**config.mk**
```make
export PLATFORM = sky130hd
export DESIGN_NAME = multicycle_control_unit
export DESIGN_NICKNAME = d
export VERILOG_FILES = /design/src/rtl/mcu_pkg.sv /design/src/rtl/cond_check.sv /design/src/rtl/multicycle_control_unit.sv
export SDC_FILE = /design/constraint.sdc
export NUM_CORES = 1
export LEC_CHECK = 0
export BUFFER_PORTS_ARGS = -buffer_cell sky130_fd_sc_hd__buf_2
export CAP_MARGIN = 20
export CORE_AREA = 3 3 49 51
export DETAILED_ROUTE_END_ITERATION = 8
export DIE_AREA = 0 0 52 54
export GPL_TIMING_DRIVEN = 0
export HOLD_SLACK_MARGIN = 0.06
export PLACE_DENSITY = 0.75
export SYNTH_ARGS = -nofsm -noshare
export SYNTH_HDL_FRONTEND = slang
export SYNTH_SLANG_ARGS = --single-unit
```
**constraint.sdc**
```tcl
create_clock -name clk -period 1.7 [get_ports clk]
set_input_delay 0.085 -clock clk [delete_from_list [all_inputs] [get_ports clk]]
set_output_delay 0.085 -clock clk [all_outputs]
set_load 0.03 [all_outputs]
```
**src/rtl/mcu_pkg.sv**
```systemverilog
// Shared types and encodings for the multicycle ARM-subset controller.
package mcu_pkg;

  typedef enum logic [3:0] {
    StFetch  = 4'd0,
    StDecode = 4'd1,
    StMemAdr = 4'd2,
    StMemRd  = 4'd3,
    StMemWb  = 4'd4,
    StMemWr  = 4'd5,
    StExecR  = 4'd6,
    StExecI  = 4'd7,
    StAluWb  = 4'd8,
    StBranch = 4'd9
  } state_t;

  localparam logic [1:0] ALUCTL_ADD = 2'b00;
  localparam logic [1:0] ALUCTL_SUB = 2'b01;
  localparam logic [1:0] ALUCTL_AND = 2'b10;
  localparam logic [1:0] ALUCTL_ORR = 2'b11;

  localparam logic [1:0] RES_ALUOUT    = 2'b00;
  localparam logic [1:0] RES_DATA      = 2'b01;
  localparam logic [1:0] RES_ALURESULT = 2'b10;

  localparam logic [1:0] SRCB_RD2  = 2'b00;
  localparam logic [1:0] SRCB_IMM  = 2'b01;
  localparam logic [1:0] SRCB_FOUR = 2'b10;

  localparam logic [3:0] CMD_AND = 4'b0000;
  localparam logic [3:0] CMD_SUB = 4'b0010;
  localparam logic [3:0] CMD_ADD = 4'b0100;
  localparam logic [3:0] CMD_CMP = 4'b1010;
  localparam logic [3:0] CMD_ORR = 4'b1100;

  localparam logic [3:0] COND_EQ = 4'h0;
  localparam logic [3:0] COND_NE = 4'h1;
  localparam logic [3:0] COND_CS = 4'h2;
  localparam logic [3:0] COND_CC = 4'h3;
  localparam logic [3:0] COND_MI = 4'h4;
  localparam logic [3:0] COND_PL = 4'h5;
  localparam logic [3:0] COND_VS = 4'h6;
  localparam logic [3:0] COND_VC = 4'h7;
  localparam logic [3:0] COND_HI = 4'h8;
  localparam logic [3:0] COND_LS = 4'h9;
  localparam logic [3:0] COND_GE = 4'ha;
  localparam logic [3:0] COND_LT = 4'hb;
  localparam logic [3:0] COND_GT = 4'hc;
  localparam logic [3:0] COND_LE = 4'hd;
  localparam logic [3:0] COND_AL = 4'he;

  // nzcv = {N, Z, C, V}; the reserved code 4'hf never executes.
  function automatic logic cond_holds(input logic [3:0] cond, input logic [3:0] nzcv);
    logic n, z, c, v;
    {n, z, c, v} = nzcv;
    case (cond)
      COND_EQ: cond_holds = z;
      COND_NE: cond_holds = ~z;
      COND_CS: cond_holds = c;
      COND_CC: cond_holds = ~c;
      COND_MI: cond_holds = n;
      COND_PL: cond_holds = ~n;
      COND_VS: cond_holds = v;
      COND_VC: cond_holds = ~v;
      COND_HI: cond_holds = c & ~z;
      COND_LS: cond_holds = ~c | z;
      COND_GE: cond_holds = (n == v);
      COND_LT: cond_holds = (n != v);
      COND_GT: cond_holds = ~z & (n == v);
      COND_LE: cond_holds = z | (n != v);
      COND_AL: cond_holds = 1'b1;
      default: cond_holds = 1'b0;
    endcase
  endfunction

endpackage

```
**src/rtl/cond_check.sv**
```systemverilog
// NZCV flag register plus condition evaluator; the execute decision is latched once per
// instruction and also gates its own flag update.
module cond_check
  import mcu_pkg::*;
#(
  parameter logic [3:0] FLAGS_RST = 4'b0000
) (
  input  logic       clk_i,
  input  logic       rst_ni,
  input  logic [3:0] cond_i,
  input  logic [3:0] alu_flags_i,
  input  logic [1:0] flag_w_i,      // [1] writes N,Z  [0] writes C,V
  input  logic       cond_latch_i,
  output logic       cond_ex_o
);

  logic [3:0] flags_q, flags_d;
  logic       cond_ex_q, cond_ex_d;

  always_comb begin
    flags_d   = flags_q;
    cond_ex_d = cond_ex_q;
    if (cond_latch_i) cond_ex_d = cond_holds(cond_i, flags_q);
    if (flag_w_i[1] && cond_ex_q) flags_d[3:2] = alu_flags_i[3:2];
    if (flag_w_i[0] && cond_ex_q) flags_d[1:0] = alu_flags_i[1:0];
  end

  always_ff @(posedge clk_i) begin
    if (!rst_ni) begin
      flags_q   <= FLAGS_RST;
      cond_ex_q <= 1'b0;
    end else begin
      flags_q   <= flags_d;
      cond_ex_q <= cond_ex_d;
    end
  end

  assign cond_ex_o = cond_ex_q;

endmodule

```
**src/rtl/multicycle_control_unit.sv**
```systemverilog
// Multicycle ARM-subset controller: main FSM, ALU decode and write gating.
// Define MCU_MEMWAIT_EN to stall FETCH/MEMRD/MEMWR on mem_ready.
module multicycle_control_unit
  import mcu_pkg::*;
#(
  parameter logic [3:0] FLAGS_RST = 4'b0000
) (
  input  logic        clk,
  input  logic        reset,
  input  logic [19:0] Instr,
  input  logic [3:0]  ALUFlags,
  input  logic        mem_ready,
  output logic        PCWrite,
  output logic        AdrSrc,
  output logic        IRWrite,
  output logic        MemWrite,
  output logic        RegWrite,
  output logic [1:0]  ResultSrc,
  output logic        ALUSrcA,
  output logic [1:0]  ALUSrcB,
  output logic [1:0]  ALUControl,
  output logic [1:0]  ImmSrc,
  output logic [1:0]  RegSrc,
  output logic [3:0]  state_o
);

  logic [3:0] cond, rd, cmd;
  logic [1:0] op;
  logic [5:0] funct;
  logic [3:0] unused_rn;

  assign cond      = Instr[19:16];
  assign op        = Instr[15:14];
  assign funct     = Instr[13:8];
  assign unused_rn = Instr[7:4];
  assign rd        = Instr[3:0];
  assign cmd       = funct[4:1];

  logic mem_ok;
`ifdef MCU_MEMWAIT_EN
  assign mem_ok = mem_ready;
`else
  logic unused_mem_ready;
  assign unused_mem_ready = mem_ready;
  assign mem_ok           = 1'b1;
`endif

  state_t state_q, state_d;
  logic       reg_w, mem_w, branch, alu_op, pc_update, cond_ex, no_write;
  logic [1:0] alu_ctl_dp, flag_w;

  always_ff @(posedge clk) begin
    if (!reset) state_q <= StFetch;
    else        state_q <= state_d;
  end

  always_comb begin
    state_d = state_q;
    unique case (state_q)
      StFetch:  if (mem_ok) state_d = StDecode;
      StDecode: begin
        unique case (op)
          2'b00:   state_d = funct[5] ? StExecI : StExecR;
          2'b01:   state_d = StMemAdr;
          2'b10:   state_d = StBranch;
          default: state_d = StFetch;
        endcase
      end
      StMemAdr: state_d = funct[0] ? StMemRd : StMemWr;
      StMemRd:  if (mem_ok) state_d = StMemWb;
      StMemWr:  if (mem_ok) state_d = StFetch;
      StExecR, StExecI: state_d = StAluWb;
      StMemWb, StAluWb, StBranch: state_d = StFetch;
      default:  state_d = StFetch;
    endcase
  end

  // Unknown commands run as ADD but must never reach the register file.
  always_comb begin
    alu_ctl_dp = ALUCTL_ADD;
    no_write   = 1'b0;
    case (cmd)
      CMD_ADD: alu_ctl_dp = ALUCTL_ADD;
      CMD_SUB: alu_ctl_dp = ALUCTL_SUB;
      CMD_AND: alu_ctl_dp = ALUCTL_AND;
      CMD_ORR: alu_ctl_dp = ALUCTL_ORR;
      CMD_CMP: begin
        alu_ctl_dp = ALUCTL_SUB;
        no_write   = 1'b1;
      end
      default: no_write = 1'b1;
    endcase
  end

  // Logical ops leave C and V untouched.
  assign flag_w = {alu_op & funct[0], alu_op & funct[0] & ~alu_ctl_dp[1]};

  always_comb begin
    pc_update  = 1'b0;
    reg_w      = 1'b0;
    mem_w      = 1'b0;
    branch     = 1'b0;
    alu_op     = 1'b0;
    AdrSrc     = 1'b0;
    IRWrite    = 1'b0;
    ResultSrc  = RES_ALUOUT;
    ALUSrcA    = 1'b0;
    ALUSrcB    = SRCB_RD2;
    ALUControl = ALUCTL_ADD;
    unique case (state_q)
      StFetch: begin
        IRWrite   = mem_ok;
        pc_update = mem_ok;
        ALUSrcA   = 1'b1;
        ALUSrcB   = SRCB_FOUR;
        ResultSrc = RES_ALURESULT;
      end
      StDecode: begin
        ALUSrcA   = 1'b1;
        ALUSrcB   = SRCB_FOUR;
        ResultSrc = RES_ALURESULT;
      end
      StMemAdr: ALUSrcB = SRCB_IMM;
      StMemRd:  AdrSrc = 1'b1;
      StMemWr: begin
        AdrSrc = 1'b1;
        mem_w  = mem_ok;
      end
      StMemWb: begin
        ResultSrc = RES_DATA;
        reg_w     = 1'b1;
      end
      StExecR: begin
        alu_op     = 1'b1;
        ALUControl = alu_ctl_dp;
      end
      StExecI: begin
        ALUSrcB    = SRCB_IMM;
        alu_op     = 1'b1;
        ALUControl = alu_ctl_dp;
      end
      StAluWb: begin
        ResultSrc = RES_ALUOUT;
        reg_w     = 1'b1;
      end
      StBranch: begin
        ALUSrcB   = SRCB_IMM;
        ResultSrc = RES_ALURESULT;
        branch    = 1'b1;
      end
      default: ;
    endcase

    RegWrite = reg_w & cond_ex & ~(no_write & (op == 2'b00));
    MemWrite = mem_w & cond_ex;
    PCWrite  = pc_update | (cond_ex & (branch | (reg_w & (rd == 4'd15))));

    // Held in reset: no side effects, datapath steered as for a fetch.
    if (!reset) begin
      PCWrite    = 1'b0;
      IRWrite    = 1'b0;
      RegWrite   = 1'b0;
      MemWrite   = 1'b0;
      AdrSrc     = 1'b0;
      ALUSrcA    = 1'b1;
      ALUSrcB    = SRCB_FOUR;
      ALUControl = ALUCTL_ADD;
      ResultSrc  = RES_ALURESULT;
    end
  end

  assign ImmSrc  = op;
  assign RegSrc  = {op == 2'b01, op == 2'b10};
  assign state_o = state_q;

  cond_check #(
    .FLAGS_RST(FLAGS_RST)
  ) u_cond_check (
    .clk_i       (clk),
    .rst_ni      (reset),
    .cond_i      (cond),
    .alu_flags_i (ALUFlags),
    .flag_w_i    (flag_w),
    .cond_latch_i(state_q == StDecode),
    .cond_ex_o   (cond_ex)
  );

endmodule

```
==> Word-level counts from Yosys, hierarchy flattened <==
Cells that the tools add are included.
{ "totals": {"reg_bits": 9, "out_inout_bits": 20, "word_cells": 96, "input_bits": 27} }
{ "classes": {"n_bitwise": 20, "n_reduce_logical": 14, "n_eq_ne": 32, "muxes": 26} }
{ "op_table": {"columns": ["operator", "count"], "rows": [
  ["4-bit == test, second input constant", 12],
  ["4-bit by 3-bit == test with 1-bit output, second input constant", 9],
  ["4-bit by 2-bit == test with 1-bit output, second input constant", 5],
  ["4-bit one-hot mux with 5 select lines", 1],
  ["1-bit 2-to-1 mux", 15],
  ["1-bit one-hot mux with 15 select lines", 1],
  ["4-bit zero test", 3],
  ["4-bit one-hot mux with 3 select lines", 1],
  ["1-bit bitwise AND", 10],
  ["2-bit OR reduction", 5],
  ["4-bit by 1-bit == test with 1-bit output, second input constant", 2],
  ["2-bit 2-to-1 mux", 4],
  ["2-bit one-hot mux with 2 select lines", 2],
  ["1-bit NOT", 6],
  ["2-bit one-hot mux with 3 select lines", 1],
  ["3-bit OR reduction", 2],
  ["1-bit OR", 4],
  ["4-bit OR reduction", 1],
  ["3-bit 2-to-1 mux", 1],
  ["2-bit by 1-bit == test with 1-bit output, second input constant", 1],
  ["2-bit == test, second input constant", 1],
  ["1-bit logical AND", 2],
  ["2-bit zero test", 1],
  ["1-bit == test", 1],
  ["1-bit inequality test", 1]
]} }

==> Longest topological paths before layout <==
{ "depth": {"word_depth": 8, "ltp_mapped": 6, "ltp_nobuf": 5} }

==> By module <==
Synthesis repeated with hierarchy kept, for this count alone.
{ "hier_totals": {"cells_unflattened": 117, "hier_area_um2": 894.6} }
{ "by_module_without_submodules": {"columns": ["mod", "cells_per_inst", "area_each_um2", "instances"], "rows": [
  ["multicycle_control_unit", 69, 496.7, 1],
  ["cond_check", 48, 397.9, 1]
]} }

==> Worst setup path after synthesis <==
Ideal clock, no wire load.
{ "synth_path": {"path_kind": "flip-flop to output port", "startpoint": "register state_q[3] (netlist: state_o[3])", "endpoint": "output ALUSrcB[0]", "path_stages_with_launch": 6, "slack_ps": -143, "path_buffers": 1, "t_required_ps": 1615, "arrival_time_ps": 1758, "cell_sequence": "dfxtp_1 > buf_2 > nand2b_1 > o21ai_0 > nand2_1 > a21boi_0"} }
{ "synth_via": {"elab_chain_len": 4, "word_cells_on_any_way": 9, "classes_between": "eq/ne: 4; mux: 2; reduce/logical: 3"} }
{ "synth_lines": {"columns": ["item", "line_no", "source"], "rows": [
  ["from (decl)", "multicycle_control_unit.sv:48", "state_t state_q, state_d;"],
  ["from (signal assigned)", "multicycle_control_unit.sv:53", "if (!reset) state_q <= StFetch;"],
  ["from (signal assigned)", "multicycle_control_unit.sv:54", "else state_q <= state_d;"],
  ["4-bit by 3-bit == test with 1-bit output (tied with other cells)", "multicycle_control_unit.sv:110", "unique case (state_q)"],
  ["3-bit OR reduction (no source line) / 2-bit OR reduction (equally long branches)", null, null],
  ["2-bit one-hot mux with 2 select lines *", "multicycle_control_unit.sv:110", null],
  ["2-bit 2-to-1 mux *", "multicycle_control_unit.sv:159", "if (!reset) begin"],
  ["to (decl)", "multicycle_control_unit.sv:20", "output logic [1:0] ALUSrcB,"]
]} }
Mark *: on every way between the ends. The rest lies on a longest branch, timed or not.

==> Final worst setup path <==
{ "layout_path": {"startpoint": "register state_q[3] (netlist: state_o[3])", "endpoint": "output RegWrite"} }
{ "layout_via": {"elab_chain_len": 6, "word_cells_on_any_way": 7, "classes_between": "eq/ne: 2; mux: 2; bitwise: 2; reduce/logical: 1"} }
{ "layout_lines": {"columns": ["item", "line_no", "source"], "rows": [
  ["4-bit == test / 4-bit by 3-bit == test with 1-bit output (equally long branches)", "multicycle_control_unit.sv:110", null],
  ["2-bit OR reduction (no source line) *", null, null],
  ["1-bit 2-to-1 mux *", "multicycle_control_unit.sv:110", null],
  ["1-bit bitwise AND * (2 in series)", "multicycle_control_unit.sv:154", "RegWrite = reg_w & cond_ex & ~(no_write & (op == 2'b00));"],
  ["1-bit 2-to-1 mux *", "multicycle_control_unit.sv:159", null],
  ["to (decl)", "multicycle_control_unit.sv:17", "output logic RegWrite,"]
]} }
Marked as above.

==> run summary <==
Clock Latency Late Sink = 0.27 ns
Largest net degree at the start of global routing = 11
Antenna Nets Post-Route = 0
Comb power frac = 0.378
GRT Util Overall = 0.166
Kind of end point of the critical path = output pin
Row count = 16
Top-count cell post-synth = nand2_1
Initial core utilization = 0.431
Maximum resistive drop on vdd = 0.000371 V
Clk buf depth = 2
Worst Setup Slack, final = 0.0751 ns
# Post-CTS Setup Buffers = 0
Post_cts resized = 0
Depth of the CTS H-tree = 1
Wirelength, routed = 2260 um
Int Pwr = 402 uW
Cells after Synth = 112
Critical path type = reg2out
# setup viols final = 0
Antenna violations before repair = 0
Synth Flop Type = dfxtp_1
Power density over the cells = 564 mW/mm^2
Synth Cell Area = 853 um^2
Clk pwr share = 0.262
Worst-path clk slew = 0.07 ns
# diodes = 0
Final Hold Fails = 0
Mapped Nets = 139
Pre-CTS setup slack = 0.324 ns
Die Y = 54 um
Via count = 987
Flip-flop and latch area = 183 um^2
EDFF count, synth = 0
CTS tree = built
Via/cell ratio = 5.42
Post-synthesis register bit count = 9
Max-slew violation count = 0
Slew HR = 0.750
Max-cap violations = 0
Placer Congestion = 0.854
RSZ-0062 raised after global routing = yes
Vias in the first global route = 816
# IOs = 47
First-iteration detailed-routing DRC count = 22
Synth cell types = 38
Clk sink count = 9
Synth area leaders = dfxtp_1 21%, mux2i_1 8.2%, nor2b_1 5.1%
Die area = 0.00281 mm^2
Worst Skew = 0.00768 ns
Top cell type's share of synthesized area = 0.211
Hold_ws = 0.0682 ns
Share of layout cells above drive strength 1 = 0.406
Max Freq = 615 MHz
WL/cell = 12.4 um
DRC viols = 0
First-pass GRT wire length = 3500 um
Worst-Margin Slew = 0.376 ns
Final #Nets = 183
Sequential share of the synthesized area = 0.211
Synth warn = 0
Die Wd = 52 um
Static Leak = 0.000537 uW
Multi-input logic area = 624 um^2
FILL cells = 175
Avg Inst Size Synth = 7.62 um^2
P_sw = 241 uW
TNS Setup = 0 ns
Reg power frac = 0.360
Sw Ratio = 0.374
Startpoint class of the critical path = flip-flop
Final min period = 1.62 ns
Required @ worst endpoint = 1.62 ns
Drt pass-1 iters = 4
Status = finished clean
Area Growth Syn to Fin = 33.6%
R2R Setup Slk = 0.34 ns
Final HPWL DP = 1770 um
Post-cts hold buffer count = 0
Power after layout = 643 uW
Hold crit path type = in2reg
Worst EP arrival = 1.54 ns
Port Buffers = 39
Post-synth top area cell = dfxtp_1
CTS Root Cell = clkbuf_4
Tcrit/Tclk final = 0.956
Grt ovf = 0
CP max FO = 10
Async set or reset register ratio after synthesis = 0
Synth top cells by count = 11 x nand2_1, 9 x dfxtp_1
Num CTS Buffers = 3
Core ar. = 0.00198 mm^2
==> sequential cells by signal, summed over array words and instances (netlist names) <==
signal,count
u_cond_check.flags_q,4
u_cond_check.cond_ex_o,1
state_o,4
==> power by group through the flow <==
stage                     Sequential [uW]  Combinational (uW)  Clock [uW]
after floorplan                       245                 151           0
after global placement                235                 230           0
after detailed placement              235                 238           0
after CTS                             230                 238         169
after global routing                  233                 260         184
final                                 231                 243         169
==> cells in the final DEF (no fill, tap or decap), types with 2 or more instances in the layout <==
cell,n
buf_2,39
o31ai_1,3
nor2b_1,7
nand2b_1,5
nand2_1,11
nor3_2,3
a21oi_1,5
buf_4,5
a31oi_1,2
nor2_1,7
o22a_1,2
inv_1,3
xor2_1,2
xnor2_1,3
clkbuf_4,4
nor3_1,5
nand2b_4,2
o21ai_0,5
dfxtp_2,2
nand3b_1,3
nand3_1,3
mux2i_1,7
dfxtp_1,7
==> worst max-delay path, stage by stage (launching register included) <==
cell      delay [ns]
dfxtp_1         0.32
clkbuf_4        0.21
nand2b_1        0.11
a21oi_1         0.15
nand4b_1        0.16
a21oi_2         0.14
buf_4           0.17
==> metal layers <==
| metal | part of all wire | track usage | vias up |
|---|---|---|---|
| li1 | - | - | 484 |
| met1 | 0.41 | 0.186 | 470 |
| met5 | 0 | 0 | - |
| met4 | 0.019 | 0.105 | 0 |
| met2 | 0.51 | 0.289 | 28 |
| met3 | 0.056 | 0.0332 | 5 |
==> area by class of cell <==
| type | count | share of cell area |
|---|---|---|
| Sequential cell | 9 | 0.160 |
| Inverter | 3 | 0.00988 |
| Clock inverter | 1 | 0.00439 |
| Multi-Input combinational cell | 91 | 0.548 |
| Buffer | 9 | 0.0549 |
| Tap cell | 27 | 0.0296 |
| Timing Repair Buffer | 39 | 0.173 |
| Clock buffer | 3 | 0.0198 |
==> logic make-up after synthesis <==
logic type / Yosys count / share of synthesized area
simple gates: 51 / 0.349
compound gates: 26 / 0.198
buf+inv: 12 / 0.0821
mux: 9 / 0.109
flops: 9 / 0.211
xor+xnor: 5 / 0.0513
==> final timing paths <==
path / startpoint / endpoint / cells past startpoint
setup / recovery: state_o[3]$_SDFF_PN0_ / RegWrite / 6
hold / removal: ALUFlags[2] / u_cond_check.flags_q[2]$_SDFFE_PN0P_ / 3
setup reg to reg: state_o[2]$_SDFF_PN0_ / u_cond_check.flags_q[0]$_SDFFE_PN0P_ / 6
hold reg to reg: state_o[1]$_SDFF_PN0_ / state_o[2]$_SDFF_PN0_ / 2
==> stage by stage <==
stage,utilization,cell area (um^2),std cells
3_5_place_dp,0.551,1090,178
6_report,0.575,1140,182
2_1_floorplan,-,863,112
5_1_grt,0.575,1140,182
4_1_cts,0.565,1120,182
3_3_place_gp,0.551,1090,178
No activity file was read; power rests on OpenSTA's default activity.
